## src/rtl/parity_pkg.sv

```systemverilog
// rtl/parity_pkg.sv - shared widths and FSM state encoding for the parity datapath
package parity_pkg;

  localparam int DATA_WIDTH = 1024;
  localparam int BEAT_WIDTH = 64;
  localparam int BEATS      = DATA_WIDTH / BEAT_WIDTH;
  localparam int CW         = $clog2(BEATS + 1);

  typedef enum logic [1:0] {
    IDLE = 2'd0,
    FILL = 2'd1,
    HOLD = 2'd2
  } state_t;

endpackage

```

## src/rtl/parity_lane_writer.sv

```systemverilog
// rtl/parity_lane_writer.sv - one-hot lane write enable and upper-lane zero mask
module parity_lane_writer #(
  parameter int BEATS = 16,
  parameter int LW    = 4
) (
  input  logic [LW-1:0]    idx,
  input  logic             clear_upper,
  output logic [BEATS-1:0] lane_we,
  output logic [BEATS-1:0] lane_clr
);

  always_comb begin
    lane_we  = '0;
    lane_clr = '0;
    for (int j = 0; j < BEATS; j++) begin
      lane_we[j]  = (LW'(j) == idx);
      lane_clr[j] = clear_upper && (LW'(j) > idx);
    end
  end

endmodule

```

## src/rtl/parity_word_assembler.sv

```systemverilog
// rtl/parity_word_assembler.sv - packs 64-bit beats into a held 1024-bit word for the parity stage
module parity_word_assembler
  import parity_pkg::*;
#(
  parameter int DATA_WIDTH = parity_pkg::DATA_WIDTH,
  parameter int BEAT_WIDTH = parity_pkg::BEAT_WIDTH
) (
  input  logic                                            clk,
  input  logic                                            rst,
  input  logic                                            s_valid,
  output logic                                            s_ready,
  input  logic [BEAT_WIDTH-1:0]                           s_data,
  input  logic                                            s_last,
  output logic                                            m_valid,
  input  logic                                            m_ready,
  output logic [DATA_WIDTH-1:0]                           m_data,
  output logic [$clog2(DATA_WIDTH/BEAT_WIDTH+1)-1:0]      m_beats,
  output logic                                            m_short,
  output logic [31:0]                                     word_cnt
);

  localparam int NB  = DATA_WIDTH / BEAT_WIDTH;
  localparam int NCW = $clog2(NB + 1);
  localparam int LW  = (NB > 1) ? $clog2(NB) : 1;

  state_t                 state, state_n;
  logic [LW-1:0]          lane_idx, lane_n;
  logic [DATA_WIDTH-1:0]  data_q, data_n;
  logic [NCW-1:0]         beats_q, beats_n;
  logic                   short_q, short_n;
  logic [31:0]            word_cnt_q, cnt_n;

  logic                   take;
  logic                   first;
  logic [LW-1:0]          wr_idx;
  logic                   last_lane;
  logic                   terminate;
  logic [NB-1:0]          lane_we;
  logic [NB-1:0]          lane_clr;

  // A beat outside FILL always begins a fresh word at lane 0 (IDLE, or HOLD on handoff).
  assign first     = (state != FILL);
  assign wr_idx    = first ? '0 : lane_idx;
  assign last_lane = (wr_idx == LW'(NB - 1));
  assign terminate = s_last || last_lane;
  assign take      = s_valid && s_ready;

  parity_lane_writer #(
    .BEATS (NB),
    .LW    (LW)
  ) u_lane_writer (
    .idx         (wr_idx),
    .clear_upper (first || terminate),
    .lane_we     (lane_we),
    .lane_clr    (lane_clr)
  );

  always_comb begin
    s_ready = 1'b0;
    case (state)
      IDLE, FILL: s_ready = 1'b1;
      HOLD:       s_ready = m_ready;
      default:    s_ready = 1'b0;
    endcase
    if (rst) s_ready = 1'b0;
  end

  always_comb begin
    state_n = state;
    lane_n  = lane_idx;
    data_n  = data_q;
    beats_n = beats_q;
    short_n = short_q;
    cnt_n   = word_cnt_q;

    if (state == HOLD && m_ready) begin
      state_n = IDLE;
      cnt_n   = word_cnt_q + 32'd1;
    end

    if (take) begin
      for (int j = 0; j < NB; j++) begin
        if (lane_we[j]) begin
          data_n[j*BEAT_WIDTH +: BEAT_WIDTH] = s_data;
        end else if (lane_clr[j]) begin
          data_n[j*BEAT_WIDTH +: BEAT_WIDTH] = '0;
        end
      end
      if (terminate) begin
        state_n = HOLD;
        lane_n  = '0;
        beats_n = NCW'(wr_idx) + NCW'(1);
        short_n = !last_lane;
      end else begin
        state_n = FILL;
        lane_n  = wr_idx + LW'(1);
      end
    end

    if (state != IDLE && state != FILL && state != HOLD) state_n = IDLE;
  end

  always_ff @(posedge clk) begin
    if (rst) begin
      state      <= IDLE;
      lane_idx   <= '0;
      data_q     <= '0;
      beats_q    <= '0;
      short_q    <= 1'b0;
      word_cnt_q <= '0;
    end else begin
      state      <= state_n;
      lane_idx   <= lane_n;
      data_q     <= data_n;
      beats_q    <= beats_n;
      short_q    <= short_n;
      word_cnt_q <= cnt_n;
    end
  end

  assign m_valid  = (state == HOLD);
  assign m_data   = data_q;
  assign m_beats  = beats_q;
  assign m_short  = short_q;
  assign word_cnt = word_cnt_q;

endmodule

```

## config.mk

```make
export PLATFORM = sky130hd
export DESIGN_NAME = parity_word_assembler
export DESIGN_NICKNAME = d
export VERILOG_FILES = /design/src/rtl/parity_pkg.sv /design/src/rtl/parity_lane_writer.sv /design/src/rtl/parity_word_assembler.sv
export SDC_FILE = /design/constraint.sdc
export NUM_CORES = 2
export LEC_CHECK = 0
export BUFFER_PORTS_ARGS = -buffer_cell sky130_fd_sc_hd__buf_2
export CAP_MARGIN = 15
export CORE_AREA = 3 3 440 442
export DETAILED_ROUTE_END_ITERATION = 8
export DIE_AREA = 0 0 443 445
export HOLD_SLACK_MARGIN = 0.06
export PLACE_DENSITY_LB_ADDON = 0.08
export SLEW_MARGIN = 0
export SYNTH_ARGS = -nofsm -noshare
export SYNTH_HDL_FRONTEND = slang
export SYNTH_SLANG_ARGS = --single-unit
export TNS_END_PERCENT = 50
```

## constraint.sdc

```tcl
create_clock -name clk -period 4.1 [get_ports clk]
set_input_delay 0.615 -clock clk [delete_from_list [all_inputs] [get_ports clk]]
set_output_delay 0.615 -clock clk [all_outputs]
set_load 0.03 [all_outputs]
```

# Word-level counts from Yosys, hierarchy flattened
# Index checks and enable logic that the tools add are counted.
dict set report word_totals {
  out_inout_bits 1064
  in_bits 69
  elab_cells 161
  reg_bits 1068
}
dict set report classes {
  addsub 3
  muxes 39
  n_eq_ne 20
  n_reduce_logical 62
  n_lt_le_gt_ge 16
}
# cell n
set ops {}
lappend ops {{2-to-1 mux 64 bit} 32}
lappend ops {{nonzero test 2 bit} 18}
lappend ops {{AND reduction 2 bit} 17}
lappend ops {{adder 32 x 1 -> 32 bit, second input constant} 1}
lappend ops {{== test 4 bit, first input constant} 8}
lappend ops {{> comparator 4 bit, first input constant} 8}
lappend ops {{logical AND 1 bit} 20}
lappend ops {{== test 3 x 4 -> 1 bit, first input constant} 4}
lappend ops {{> comparator 3 x 4 -> 1 bit, first input constant} 4}
lappend ops {{== test 2 x 4 -> 1 bit, first input constant} 2}
lappend ops {{> comparator 1 x 4 -> 1 bit, first input constant} 2}
lappend ops {{> comparator 2 x 4 -> 1 bit, first input constant} 2}
lappend ops {{2-to-1 mux 4 bit} 2}
lappend ops {{2-to-1 mux 2 bit} 3}
lappend ops {{adder 4 x 1 -> 5 bit, second input constant} 1}
lappend ops {{adder 4 x 1 -> 4 bit, second input constant} 1}
lappend ops {{== test 1 x 4 -> 1 bit, first input constant} 1}
lappend ops {{== test 4 bit, second input constant} 1}
lappend ops {{logical NOT 4 bit} 1}
lappend ops {{OR reduction 2 bit} 2}
lappend ops {{== test 2 x 1 -> 1 bit, second input constant} 1}
lappend ops {{== test 2 bit, second input constant} 1}
lappend ops {{logical NOT 2 bit} 1}
lappend ops {{logical OR 1 bit} 2}
lappend ops {{5 further kinds} 5}

# Logic depth before layout (Yosys ltp)
dict set report depth {
  depth_word 8
  mapped_depth 14
}

# Hierarchy
# Synthesis repeated with hierarchy kept, for this count alone.
dict set report unflattened {
  cells_unflattened 3899
  hier_area_um2 36734.0
}
# mod cells_per_inst seq_area_each_um2 n_inst area_per_inst_um2
set modules_own_cells {}
lappend modules_own_cells {parity_word_assembler 3849 21380.5 1 36455.0}
lappend modules_own_cells {parity_lane_writer 50 0.0 1 279.0}

# Worst setup path after synthesis
# No wires, ideal clock.
dict set report synth_timing {
  path_kind {reg2reg}
  from {register state[1]}
  to {register data_q[100], in the netlist m_data[100]}
  path_buffers 5
  path_stages_with_launch 15
  setup_time_ns 0.132
  period_less_slack_ns 2.600
  required_time_ns 3.968
  arrival_ns 2.468
  path_slack_ns 1.500
  path_cell_list {dfxtp_1 > buf_4 > nor2b_1 > buf_2 > nand2_1 > inv_1 > ha_1 > and3_1 > or3_1 > buf_2 > o221a_2 > buf_2 > buf_2 > nand3_1 > a21oi_1}
}
dict set report synth_between {
  elab_chain_len 8
  elab_cells_between_ends 18
  classes_between {1 x order compare; 5 x eq/ne; 4 x mux; 8 x reduce/logical}
}
# element line
set synth_lines {}
lappend synth_lines {{start: declaration} parity_word_assembler.sv:26} ;# state_t state, state_n;
lappend synth_lines {{start signal: assignment} parity_word_assembler.sv:112} ;# state <= state_n;
lappend synth_lines {{branches (longest 8 deep; another with > comparator 1 x 4 -> 1 bit)} -}
lappend synth_lines {{end signal: assignment} parity_word_assembler.sv:114} ;# data_q <= data_n;
lappend synth_lines {{end: declaration} parity_word_assembler.sv:28} ;# logic [DATA_WIDTH-1:0] data_q, data_n;
# Parallel ways; which one is timed is not known.
# A chain may end at the register's enable or synchronous reset.

# Worst setup path after layout
dict set report layout_timing {
  from {register state[0]}
  to {register data_q[84], in the netlist m_data[84]}
}
# The elaborated chain is that of the path after synthesis.

==> run_results.csv <==
group,metric,value,unit
clock_tree,tritoncts,"built",
yosys,largest_family_of_logic_cells_by_synthesized_area,"compound AO/OA/AOI/OAI gates",
timing,clock.fmax,0.287,GHz
clock_tree,postCtsResizedCells,0,
timing,grt_setup_unrepaired,"no",
floorplan,io-pin-count,1133,
layout,multi_input_comb_area,0.0126,mm²
timing,fin_tns_setup,0,ns
clock_tree,holdBufCountCts,0,
global_route,grt_max_degree,100,
power,switching_power,6.07,mW
floorplan,die_height,445,µm
global_route,grt_pass1_vias,29600,
yosys,yosys_warnings,0,
drt,ant_nets,0,
setup_path,timing.critical_path.required,4.81,ns
yosys,synth_compound_area_share,24.0,%
place,placement.io_buffers,1132,
yosys,synth.distinct_cells,61,
timing,worst_pin_slew,1.31,ns
layout,finish.utilization,25.5,%
setup_path,worstSetupStartpointType,"flop",
yosys,asr_flop_ratio_synth,0,%
drt,wirelength,212,mm
power,power.clock.fraction,50.7,%
yosys,synth.yosys.seq_area_share,60.2,%
setup_path,crit_path_cell_count,10,
clock_tree,clockRootBuffer,"clkbuf_16",
floorplan,core_area,0.190,mm²
setup_path,cpMaxStageDelayCell,"o221a_4",
global_route,globalRoute.totalOverflow,0,
place,gp_routability_congestion,0.778,
yosys,post_synth_fa_ha_maj_area_fraction,0.141,%
run,max_cap_viol_count,0,
worst_hold_path,hold_class,"input port to flop",
timing,timing.final.max_slew_violations,0,
yosys,edff_count_synth,0,
timing,setup_violations,0,
layout,area_growth,36.2,%
clock_tree,worstSkewPairLatency,0.78,ns
yosys,yosys-mux-area-fraction,0.0282,%
power,internal_power,17.7,mW
yosys,ys_top_cells_by_area,"dfxtp_1 60%, a22o_1 19%, a21oi_1 3.9%",
power,switching_share,25.5,%
global_route,grtUsageTotal,20.6,%
yosys,yosys.area_share.xor_xnor,0.716,%
yosys,synth_largest_area_cell,"dfxtp_1",
clock_tree,htree_levels,4,
yosys,synth_ff_type,"dfxtp_1",
setup_path,worstSetupPathType,"flop to flop",
yosys,synth-seq-cells,1068,
timing,hold_violations,0,
layout,final.fill_count,20400,
clock_tree,clock_path_buffers,3,
setup_path,crit_buf_inv,2,
floorplan,floorplan.initialDensity,18.7,%
yosys,syn-num-nets,3417,
clock_tree,clk_transition_reported_paths,0.06,ns
yosys,synthDominantCellAreaShare,60.2,%
power,ir_drop,303,µV
setup_path,r2r.worst_path.cells,10,
yosys,synthCells,3344,
drt,drt_drc_violations_left,0,
clock_tree,cts_post_setup_buffers_inserted,0,
timing,slew_headroom,12.4,%
power,power.leakage,21.3,nW
setup_path,critPathTopFamily,"simple AND/OR/NAND/NOR gates",
yosys,post_synth.cell_area_avg,10.6,µm²
status,run_status,"finished, final reports clean",
layout,layout-drive-gt1-share,34.0,%
setup_path,worstSetupStartpoint,"state[0]",
setup_path,timing.rr.start,"state[0]",
power,proportion_of_power_drawn_by_flip_flops_and_latches,43.8,%
setup_path,critical_path.cell_chain,"nor2b_1 > nand2_1 > inv_1 > ha_1 > and3_1 > or3_1 > o221a_4 > buf_4 > nand3_1 > a21oi_1",
yosys,netlist_area,0.0355,mm²
setup_path,end_kind,"flop",
timing,layout_worst_path_cycle_share,85.1,%
floorplan,fp.dieW,443,µm
worst_hold_path,hold_path_startpoint,"rst",
drt,via_count,30700,
power,power.density_cell_area,492,mW/mm²
clock_tree,cts_num_sinks,1068,
layout,register_area,0.0214,mm²
layout,finalNetCount,4390,
global_route,wire_length_of_the_first_global_routing_pass,283,mm
worst_hold_path,worst_hold_path.num_cells,2,
drt,drt-pass1-iter-count,5,
floorplan,die_area,0.197,mm²
setup_path,critPathMaxFanout,45,
timing,final.setup_skew,0.0201,ns
place,place_hpwl,147,mm
drt,avgRoutedWirePerCell,30.6,µm
clock_tree,numCtsBuffers,136,
floorplan,num_rows,160,
drt,avgViaCountPerCell,4.42,
setup_path,worst_ep_arrival_time,4.20,ns
power,comb_power_share,5.4,%
timing,post_layout_min_period,3.49,ns
global_route,antenna_found_initial,21,
yosys,ys_top_cells_by_count,"1068 x dfxtp_1, 767 x a22o_1, 349 x nand2_1",
drt,first_iter_violations,2232,
setup_path,max_stage_delay,0.77,ns
yosys,synthMostInstantiatedCell,"dfxtp_1",
yosys,synthSimpleGateAreaFrac,9.84,%
-- kinds of logic (layout without fill, tap and decap cells) --
logic type | count (synthesis) | count (layout)
multiplexers | 1 | 1
flip-flops | 1068 | 1068
AO/OA/AOI/OAI | 1086 | 1086
XOR/XNOR | 29 | 29
buffers and inverters | 413 | 1489
AND/OR/NAND/NOR | 743 | 743
adder cells (fa/ha/maj) | 4 | 4
other | 0 | 11
-- final timing paths --
kind,to,slack [ns]
worst max register to register,m_data[84],0.61
worst min-delay path,m_data[65],0.22
worst min register to register,m_data[962],0.44
worst max-delay path,m_data[84],0.61
-- state kept, by name, indices dropped and copies added (netlist names) --
| signal | count |
|---|---|
| lane_idx | 4 |
| m_beats | 5 |
| m_data | 1024 |
| m_short | 1 |
| state | 2 |
| word_cnt | 32 |
-- layer usage --
metal  vias to the layer above  global-route usage [%]  routed length (µm)  share of wire [%]
met5                         -                       0                   0                  0
met4                         0                    6.80                6940                3.3
met3                       244                    5.21               13500                6.3
met2                      1071                    35.2              104000                 49
met1                     15400                    25.3               88300                 42
li1                      14000                       -                   -                  -
-- layout make-up --
| class | count | area share (%) |
|---|---|---|
| sequential | 1068 | 44.2 |
| multi-input combinational | 1863 | 26.0 |
| timing repair buffer | 1241 | 14.1 |
| clock buffer | 209 | 8.43 |
| tap | 2511 | 6.50 |
| clock inverter | 32 | 0.688 |
| antenna | 11 | 0.0569 |
| inverter | 7 | 0.0543 |
-- power groups by stage --
stage	registers (mW)	clock network, mW	logic [mW]
after detailed placement	10.7	0	1.34
after CTS	10.4	12.5	1.35
after floorplan	10.7	0	0.541
final	10.4	12.1	1.29
after global placement	10.7	0	1.34
after global routing	10.4	12.8	1.37
-- cell usage in the layout, fill, tap and decap left out, types with 11 or more instances in the layout --
master,instances
buf_2,1131
dfxtp_1,1068
a22o_1,767
nand2_1,348
a21oi_1,274
nand3_1,208
clkbuf_16,143
buf_4,83
nor2b_1,55
nor2_1,45
clkbuf_1,41
buf_12,26
clkbuf_8,25
clkinv_2,16
xor2_1,15
xnor2_1,14
nor2b_2,13
nand4_1,12
diode_2,11
nor2_4,11
o21ai_0,11
-- metrics by stage --
stage	hold WS (ns)	total power [mW]	area, µm²	std cells	worst slack (ns)
floorplan	0.576	11.3	35500	3344	1.50
detailed placement	0.440	12.0	43900	6690	0.621
CTS	0.116	24.3	48300	6931	0.586
global placement	0.436	12.0	43900	6687	0.668
global route	0.158	24.6	48300	6932	0.268
finish	0.215	23.8	48400	6942	0.610
Note: power is estimated with default switching activity, not from simulation.
